[src/rtl/mastermind_pkg.sv]
// mastermind_pkg: shared game states, peg widths and result legality check.
package mastermind_pkg;

    typedef enum logic [1:0] {IDLE, PLAYING, WON, LOST} state_e;

    localparam int PEG_W    = 3;
    localparam int NUM_PEGS = 4;
    localparam int CODE_W   = 12;
    localparam logic [PEG_W-1:0] WIN_RED = 3'd4;

    // Sum is widened by one bit so 7+7 cannot wrap into a legal-looking value.
    function automatic logic result_legal(input logic [PEG_W-1:0] r, input logic [PEG_W-1:0] w);
        return (r <= WIN_RED) && (w <= WIN_RED) && (({1'b0, r} + {1'b0, w}) <= 4'(NUM_PEGS));
    endfunction

endpackage

[src/rtl/mastermind_referee_blink_divider.sv]
// blink_divider: toggles blink every BLINK_DIV cycles while enabled, holds 1 otherwise.
module blink_divider #(
    parameter int BLINK_DIV = 25_000_000
) (
    input  logic clk_i,
    input  logic reset_i,
    input  logic enable_i,
    output logic blink_o
);

    localparam int CW = (BLINK_DIV > 2) ? $clog2(BLINK_DIV) : 1;

    logic [CW-1:0] cnt_q, cnt_d;
    logic          blink_q, blink_d;

    always_comb begin
        cnt_d   = enable_i ? ((cnt_q == CW'(BLINK_DIV - 1)) ? '0 : cnt_q + 1'b1) : '0;
        blink_d = enable_i ? ((cnt_q == CW'(BLINK_DIV - 1)) ? ~blink_q : blink_q) : 1'b1;
    end

    always_ff @(posedge clk_i or posedge reset_i) begin
        if (reset_i) begin
            cnt_q   <= '0;
            blink_q <= 1'b1;
        end else begin
            cnt_q   <= cnt_d;
            blink_q <= blink_d;
        end
    end

    // The register still holds the last phase for one cycle after leaving a terminal state.
    assign blink_o = enable_i ? blink_q : 1'b1;

endmodule

[src/rtl/mastermind_referee.sv]
// mastermind_referee: scores guesses against a limit, keeps result history, drives end-of-game display controls.
module mastermind_referee
    import mastermind_pkg::*;
#(
    parameter int MAX_GUESSES = 8,
    parameter int BLINK_DIV   = 25_000_000
) (
    input  logic             clk_i,
    input  logic             reset_i,
    input  logic             new_game_i,
    input  logic             result_valid_i,
    input  logic [PEG_W-1:0] red_i,
    input  logic [PEG_W-1:0] white_i,
    output logic             accept_guess_o,
    output logic             won_o,
    output logic             lost_o,
    output logic [3:0]       guess_count_o,
    output logic [PEG_W-1:0] disp_red_o,
    output logic [PEG_W-1:0] disp_white_o,
    output logic             blink_o,
    output logic             reveal_code_o,
    output logic             protocol_err_o,
    input  logic [2:0]       hist_idx_i,
    output logic [PEG_W-1:0] hist_red_o,
    output logic [PEG_W-1:0] hist_white_o,
    output logic             hist_valid_o
);

    state_e                        state_q, state_d;
    logic [3:0]                    count_q, count_d;
    logic [7:0][2*PEG_W-1:0]       hist_q, hist_d;
    logic                          perr_q, perr_d;
    logic [PEG_W-1:0]              disp_red_q, disp_red_d;
    logic [PEG_W-1:0]              disp_white_q, disp_white_d;

    always_comb begin
        state_d      = state_q;
        count_d      = count_q;
        hist_d       = hist_q;
        perr_d       = perr_q;
        disp_red_d   = disp_red_q;
        disp_white_d = disp_white_q;
        if (new_game_i) begin
            state_d      = PLAYING;
            count_d      = '0;
            perr_d       = 1'b0;
            disp_red_d   = '0;
            disp_white_d = '0;
        end else if (result_valid_i && state_q == PLAYING) begin
            if (!result_legal(red_i, white_i)) begin
                perr_d = 1'b1;
            end else begin
                hist_d[count_q[2:0]] = {red_i, white_i};
                count_d              = count_q + 4'd1;
                disp_red_d           = red_i;
                disp_white_d         = white_i;
                // A win on the final guess still counts as a win.
                state_d = (red_i == WIN_RED) ? WON :
                          (count_d == 4'(MAX_GUESSES)) ? LOST : PLAYING;
            end
        end
    end

    always_ff @(posedge clk_i or posedge reset_i) begin
        if (reset_i) begin
            state_q      <= IDLE;
            count_q      <= '0;
            hist_q       <= '0;
            perr_q       <= 1'b0;
            disp_red_q   <= '0;
            disp_white_q <= '0;
        end else begin
            state_q      <= state_d;
            count_q      <= count_d;
            hist_q       <= hist_d;
            perr_q       <= perr_d;
            disp_red_q   <= disp_red_d;
            disp_white_q <= disp_white_d;
        end
    end

    blink_divider #(.BLINK_DIV(BLINK_DIV)) u_blink (
        .clk_i    (clk_i),
        .reset_i  (reset_i),
        .enable_i (state_q == WON || state_q == LOST),
        .blink_o  (blink_o)
    );

    assign accept_guess_o = state_q == PLAYING;
    assign won_o          = state_q == WON;
    assign lost_o         = state_q == LOST;
    assign reveal_code_o  = state_q == LOST;
    assign guess_count_o  = count_q;
    assign protocol_err_o = perr_q;
    assign disp_red_o     = disp_red_q;
    assign disp_white_o   = disp_white_q;
    assign hist_red_o     = hist_q[hist_idx_i][2*PEG_W-1 -: PEG_W];
    assign hist_white_o   = hist_q[hist_idx_i][PEG_W-1:0];
    assign hist_valid_o   = {1'b0, hist_idx_i} < count_q;

endmodule
[config.mk]
export PLATFORM = sky130hd
export DESIGN_NAME = mastermind_referee
export DESIGN_NICKNAME = d
export VERILOG_FILES = /design/src/rtl/mastermind_pkg.sv /design/src/rtl/mastermind_referee_blink_divider.sv /design/src/rtl/mastermind_referee.sv
export SDC_FILE = /design/constraint.sdc
export NUM_CORES = 1
export LEC_CHECK = 0
export ABC_AREA = 1
export BUFFER_PORTS_ARGS = -buffer_cell sky130_fd_sc_hd__buf_2
export CAP_MARGIN = 30
export CORE_MARGIN = 3
export CORE_UTILIZATION = 35
export CTS_CLUSTER_DIAMETER = 60
export DETAILED_ROUTE_END_ITERATION = 10
export HOLD_SLACK_MARGIN = 0.15
export PLACE_DENSITY = 0.58
export SYNTH_ARGS = -nofsm -noshare
export SYNTH_HDL_FRONTEND = slang
export SYNTH_SLANG_ARGS = --single-unit
export TNS_END_PERCENT = 30
[constraint.sdc]
create_clock -name clk_i -period 4.6 [get_ports clk_i]
set_input_delay 0.23 -clock clk_i [delete_from_list [all_inputs] [get_ports clk_i]]
set_output_delay 0.23 -clock clk_i [all_outputs]
set_load 0.02 [all_outputs]
==> flow_metrics.env, run 1 <==
export IMPL_ys_types=35
export IMPL_rsz0062_at_grt="no"
export IMPL_cts_buffers=9
export IMPL_area_growth_pct=13.0
export IMPL_clock_latency_ps=350
export IMPL_worstPathArrival_ps=2770
export IMPL_cts_root_buffer="clkbuf_16"
export IMPL_path_common_cell="nand2_1"
export IMPL_hold_path_class="primary input to register"
export IMPL_hpwl_um=8880
export IMPL_utilization=0.410
export IMPL_routedWlPerCell_um=15.0
export IMPL_synthArstFlopShare=1.00
export IMPL_wl_met3_um=423
export IMPL_vias=4202
export IMPL_status="complete, no violations"
export IMPL_period_needed_ps=2540
export IMPL_initial_core_util=0.362
export IMPL_max_vdd_ir_drop_mv=0.257
export IMPL_grt_use_total=0.175
export IMPL_p_sw_mw=0.478
export IMPL_p_int_mw=1.38
export IMPL_synth_most_common_cell="nand2_1"
export IMPL_met1_length_um=5610
export IMPL_synth_top_cells_by_count="nand2_1, dfrtp_1, nor2_1"
export IMPL_setup_tns_ps=0
export IMPL_synth_top_area_frac=0.443
export IMPL_via_per_inst=5.09
export IMPL_grt_pass1_vias=4125
export IMPL_drcViolationCount=0
export IMPL_setup_ws_ps=2060
export IMPL_maxCapViolCount=0
export IMPL_hold_violations=0
export IMPL_crit_type="primary input to register"
export IMPL_slew_headroom=0.440
export IMPL_synthFlopType="dfrtp_1"
export IMPL_yosysSeqAreaShare=0.449
export IMPL_grt_pass1_wl_um=20600
export IMPL_antenna_found_initial=0
export IMPL_p_leak_nw=2.69
export IMPL_syn_area_um2=4860
export IMPL_dp_slack_ps=1690
export IMPL_synthTopCellsByArea="dfrtp_1, nand2_1, nand4_1"
export IMPL_path_clk_slew_ps=60
export IMPL_hold_slack_ps=251
export IMPL_dr_wl_met2_um=5980
export IMPL_grt_max_degree=52
export IMPL_synth_edf_count=0
export IMPL_synth_top_cell_by_area="dfrtp_1"
export IMPL_dieArea_um2=15300
export IMPL_worst_slew_pin_slew_ps=834
export IMPL_cts_buffer_depth=2
export IMPL_cts_tree="yes"
export IMPL_highest_layer="met4"
export IMPL_drt_iter0_markers=273
export IMPL_switching_share=0.257
export IMPL_diodes=0
export IMPL_place_gp_congestion=0.936
export IMPL_yosys_warnings=0
export IMPL_rows=42
export IMPL_cp_slowest_cell="nor2_4"
export IMPL_ant_nets=0
export IMPL_nets=665
export IMPL_seq_power_share=0.433
export IMPL_final_setup_skew_ps=6.28
export IMPL_power_density_nw_per_um2=339
export IMPL_dieWidth_um=124
export IMPL_slowest_delay_ps=610
export IMPL_first_pass_iters=5
export IMPL_synth_area_per_cell_um2=7.79
export IMPL_grt_overflow=0
export IMPL_pwr_share_comb=0.101
export IMPL_fill_cells=1377
export IMPL_ys_seq_elements=87
export IMPL_crit_chain="buf_2 -> ha_1 -> inv_1 -> fa_1 -> nand2_1 -> nand3_1 -> nand2_1 -> nor2_4 -> nand2_1 -> nand3_1 -> nand2_1"
export IMPL_crit_path_start_kind="primary input"
export IMPL_clkPwrFrac=0.466
export IMPL_cp_end_kind="register"
export IMPL_slew_violations=0
export IMPL_clock_sinks=87
export IMPL_synth_cells=623
export IMPL_required_ps=4830
export IMPL_max_freq_ghz=0.394
export IMPL_wl_um=12400
export IMPL_cts_htree_levels=3
export IMPL_die_height_um=124
export IMPL_fp_coreArea_um2=13400
export IMPL_setup_violations=0
export IMPL_io_buffers=35
export IMPL_top_level_ports=36
export IMPL_final_layout_size_suffix_gt1_frac=0.139
export IMPL_timing_final_crit_share=0.552
export IMPL_critical_path_max_fanout=35
export IMPL_syn_num_nets=644
export IMPL_rrSetupSlack_ps=2380
[critical path: cells and delay by family]
| family | cells | cell delay (ps) |
|---|---|---|
| buffers and inverters | 2 | 280 |
| and+or+nand+nor | 7 | 1540 |
| adders and majority gates | 2 | 700 |
[power groups by stage]
stage          Clock [mW]  Combinational, mW  Sequential (mW)
2_1_floorplan           0              0.139            0.819
3_3_place_gp            0              0.184            0.819
3_5_place_dp            0              0.191            0.820
4_1_cts             0.889              0.192            0.805
5_1_grt             0.922              0.211            0.808
6_report            0.868              0.189            0.805
[kinds of logic after synthesis]
kind of cell,count (synthesis),synth area share
AO/OA/AOI/OAI,36,0.0425
adder cells (fa/ha/maj),8,0.0222
buffers and inverters,76,0.0727
flip-flops,87,0.449
XOR/XNOR,13,0.0234
multiplexers,12,0.0247
AND/OR/NAND/NOR,391,0.366
[placed cells by master (no fill, tap or decap), types with 5 or more instances in the layout]
cell type / netlist / layout
xnor2_1: 5 / 5
buf_2: 12 / 35
mux2i_1: 12 / 12
nor3_2: 6 / 6
nand3_2: 9 / 9
inv_1: 33 / 32
inv_2: 9 / 9
nor3_1: 7 / 7
o21ai_0: 14 / 14
o22ai_1: 12 / 12
dfrtp_1: 86 / 86
nand2_1: 206 / 206
clkbuf_16: 0 / 9
nand4_1: 49 / 49
nor2_1: 74 / 74
nand3_1: 31 / 31
ha_1: 7 / 7
xor2_1: 8 / 8
[cell type report]
type,instances,area (um^2),share of cell area
repair buffers,41,243,0.0442
flip-flops and latches,87,2180,0.397
clock inverters,7,128,0.0233
multi-input cells,460,2320,0.424
clock buffers,9,225,0.0410
inverters,45,170,0.0310
well taps,176,220,0.0401
[per-stage QoR]
stage,power (mW),instance area (um^2),cells
4_1_cts,1.89,5490,825
6_report,1.86,5490,825
2_1_floorplan,0.958,4860,623
5_1_grt,1.94,5490,825
3_3_place_gp,1.00,5100,807
3_5_place_dp,1.01,5130,808
[state kept, by name (all words and copies together) (netlist names)]
name             count
u_blink.cnt_q       25
u_blink.blink_q      1
disp_red_o           3
guess_count_o        4
disp_white_o         3
state_q              2
protocol_err_o       1
hist_q              48
[metal layers]
layer,track usage,vias to the layer above
met5,0,-
li1,-,2085
met3,0.0318,22
met2,0.283,79
met1,0.225,2016
met4,0.0872,0
[worst paths after layout]
path	cells past startpoint	endpoint	from
max	11	guess_count_o[1]$_DFFE_PP0P_	white_i[0]
min	3	hist_q[9]$_DFFE_PP0P_	red_i[0]
max reg2reg	7	hist_q[46]$_DFFE_PP0P_	state_q[1]$_DFFE_PP0P_
min reg2reg	2	hist_q[17]$_DFFE_PP0P_	hist_q[17]$_DFFE_PP0P_
max in group asynchronous	4	hist_q[37]$_DFFE_PP0P_	reset_i
min in group asynchronous	4	u_blink.cnt_q[0]$_DFF_PP0_	reset_i
[timing repair]
action,CTS,global route
endpoints found under the hold margin,86,0
buffers inserted,0,0
resized for setup,0,0
hold buffers,1,0
No activity file was read; power rests on OpenSTA's default activity.
==> inputs of run 2 (changes only) <==
==> constraint.sdc (replaced) <==
create_clock -name clk_i -period 2.6 [get_ports clk_i]
set_input_delay 0.13 -clock clk_i [delete_from_list [all_inputs] [get_ports clk_i]]
set_output_delay 0.13 -clock clk_i [all_outputs]
set_load 0.02 [all_outputs]
==> flow_metrics.env, run 2 (same netlist as run 1, synthesis figures left out) <==
export IMPL_status="complete, no violations"
export IMPL_largest_register_ffs=48
export IMPL_utilization=0.408
export IMPL_seq_area_um2=2180
export IMPL_cts_buffers=9
export IMPL_maxCapViolCount=0
export IMPL_grt_overflow=0
export IMPL_drcViolationCount=0
export IMPL_clock_latency_ps=350
export IMPL_stdcell_count=827
export IMPL_layout_common_cells="nand2_1, dfrtp_1, nor2_1, nand4_1, buf_2"
export IMPL_timing_final_crit_share=0.913
export IMPL_diodes=0
export IMPL_path_clk_slew_ps=70
export IMPL_vias=4237
export IMPL_final_setup_skew_ps=6.84
export IMPL_hold_violations=0
export IMPL_dieArea_um2=15300
export IMPL_final_common_cell="nand2_1"
export IMPL_grt_use_total=0.170
export IMPL_worst_slew_pin_slew_ps=595
export IMPL_grt_max_degree=62
export IMPL_cp_end_kind="register"
export IMPL_cts_tree="yes"
export IMPL_hpwl_um=8310
export IMPL_first_pass_iters=5
export IMPL_slew_headroom=0.603
export IMPL_crit_type="primary input to register"
export IMPL_fill_cells=1398
export IMPL_worstHoldStart="red_i[0]"
export IMPL_nets=667
export IMPL_via_per_inst=5.12
export IMPL_r2r_end="u_blink.cnt_q[18]$_DFF_PP0_"
export IMPL_required_ps=2840
export IMPL_power_density_nw_per_um2=568
export IMPL_multi_input_area_um2=2320
export IMPL_area_growth_pct=12.5
export IMPL_placedCellCount=809
export IMPL_max_vdd_ir_drop_mv=0.343
export IMPL_period_needed_ps=2370
export IMPL_antenna_found_initial=0
export IMPL_cts_buffer_depth=2
export IMPL_grt_pass1_wl_um=20500
export IMPL_routedWlPerCell_um=14.6
export IMPL_initial_core_util=0.362
export IMPL_place_gp_congestion=0.885
export IMPL_rrSetupSlack_ps=810
export IMPL_drt_iter0_markers=338
export IMPL_ant_nets=0
export IMPL_regMostFlops="hist_q"
export IMPL_max_freq_ghz=0.421
export IMPL_cts_htree_levels=3
export IMPL_wl_um=12100
export IMPL_setup_violations=0
export IMPL_worstPathArrival_ps=2610
export IMPL_p_leak_nw=2.67
export IMPL_top_level_ports=36
export IMPL_rr_worst_depth=8
export IMPL_final_layout_size_suffix_gt1_frac=0.140
export IMPL_rows=42
export IMPL_die_height_um=124
export IMPL_grt_pass1_vias=4038
export IMPL_holdPathStages=3
export IMPL_r2r_start="u_blink.cnt_q[0]$_DFF_PP0_"
export IMPL_min_to="disp_red_o[0]$_DFFE_PP0P_"
export IMPL_critical_path_max_fanout=21
export IMPL_hold_path_class="primary input to register"
export IMPL_crit_path_start_kind="primary input"
export IMPL_slew_violations=0
export IMPL_io_buffers=35
export IMPL_dieWidth_um=124
export IMPL_cts_root_buffer="clkbuf_16"
export IMPL_clock_sinks=87
export IMPL_fp_coreArea_um2=13400
[run 2: changes by cell type in the layout (fill, tap and decap cells not counted), sizes merged]
cell,change
clkinv,+1
buf,+1
bufinv,-2
dlygate4sd3,+1
clkinvlp,+1
[run 2: repair_timing]
action,4_1_cts,5_1_grt
hold endpoints to repair,31,0
endpoints found under the setup margin,0,30
resized for setup,0,1
hold buffers,2,0
buffers inserted,0,0
[run 2: critical path, cell delays in order]
cell,delay [ps]
dlygate4sd3_1,520
buf_2,250
ha_1,210
inv_1,60
fa_1,480
nand2_1,50
nand3_1,70
nand2_1,90
nor2_4,130
buf_4,260
nand3_2,180
nand2_1,100
nand2_1,60
[run 2: area by class of cell]
class,instances,area share
repair buffers,43,0.0492
inverters,45,0.0311
flip-flops and latches,87,0.399
well taps,176,0.0403
clock inverters,7,0.0142
clock buffers,9,0.0412
multi-input cells,460,0.425
[run 2: how the worst max path moves through the flow]
stage               startpoint                         to
floorplan              reset_i  disp_red_o[0]$_DFFE_PP0P_
global placement      red_i[0]     hist_q[18]$_DFFE_PP0P_
detailed placement    red_i[0]     hist_q[18]$_DFFE_PP0P_
CTS                 white_i[0]     hist_q[13]$_DFFE_PP0P_
global route        white_i[0]     hist_q[30]$_DFFE_PP0P_
finish              white_i[0]     hist_q[30]$_DFFE_PP0P_
[run 2: through the flow]
| step | TNS, ps | power, mW | cell area (um^2) | setup slack (ps) | hold slack [ps] |
|---|---|---|---|---|---|
| 2_1_floorplan | 0 | 1.70 | 4860 | 221 | 330 |
| 3_3_place_gp | 0 | 1.79 | 5140 | 377 | 193 |
| 3_5_place_dp | 0 | 1.80 | 5140 | 321 | 197 |
| 4_1_cts | 0 | 3.14 | 5460 | 184 | 156 |
| 5_1_grt | -1.37 | 3.24 | 5470 | -1.37 | 174 |
| 6_report | 0 | 3.10 | 5470 | 227 | 164 |
[run 2: power by group]
part / leakage, nW / internal [mW] / switching [mW]
clock: 0.147 / 0.755 / 0.578
sequential: 1.20 / 1.40 / 0.0310
combinational: 1.32 / 0.102 / 0.239
[run 2: routing by layer]
metal | GRT usage | vias to the layer above | wire length, um
met1 | 0.219 | 2059 | 5610
met3 | 0.0368 | 14 | 415
met4 | 0.0547 | 0 | 191
met5 | 0 | - | 0
met2 | 0.285 | 75 | 5870
li1 | - | 2089 | -
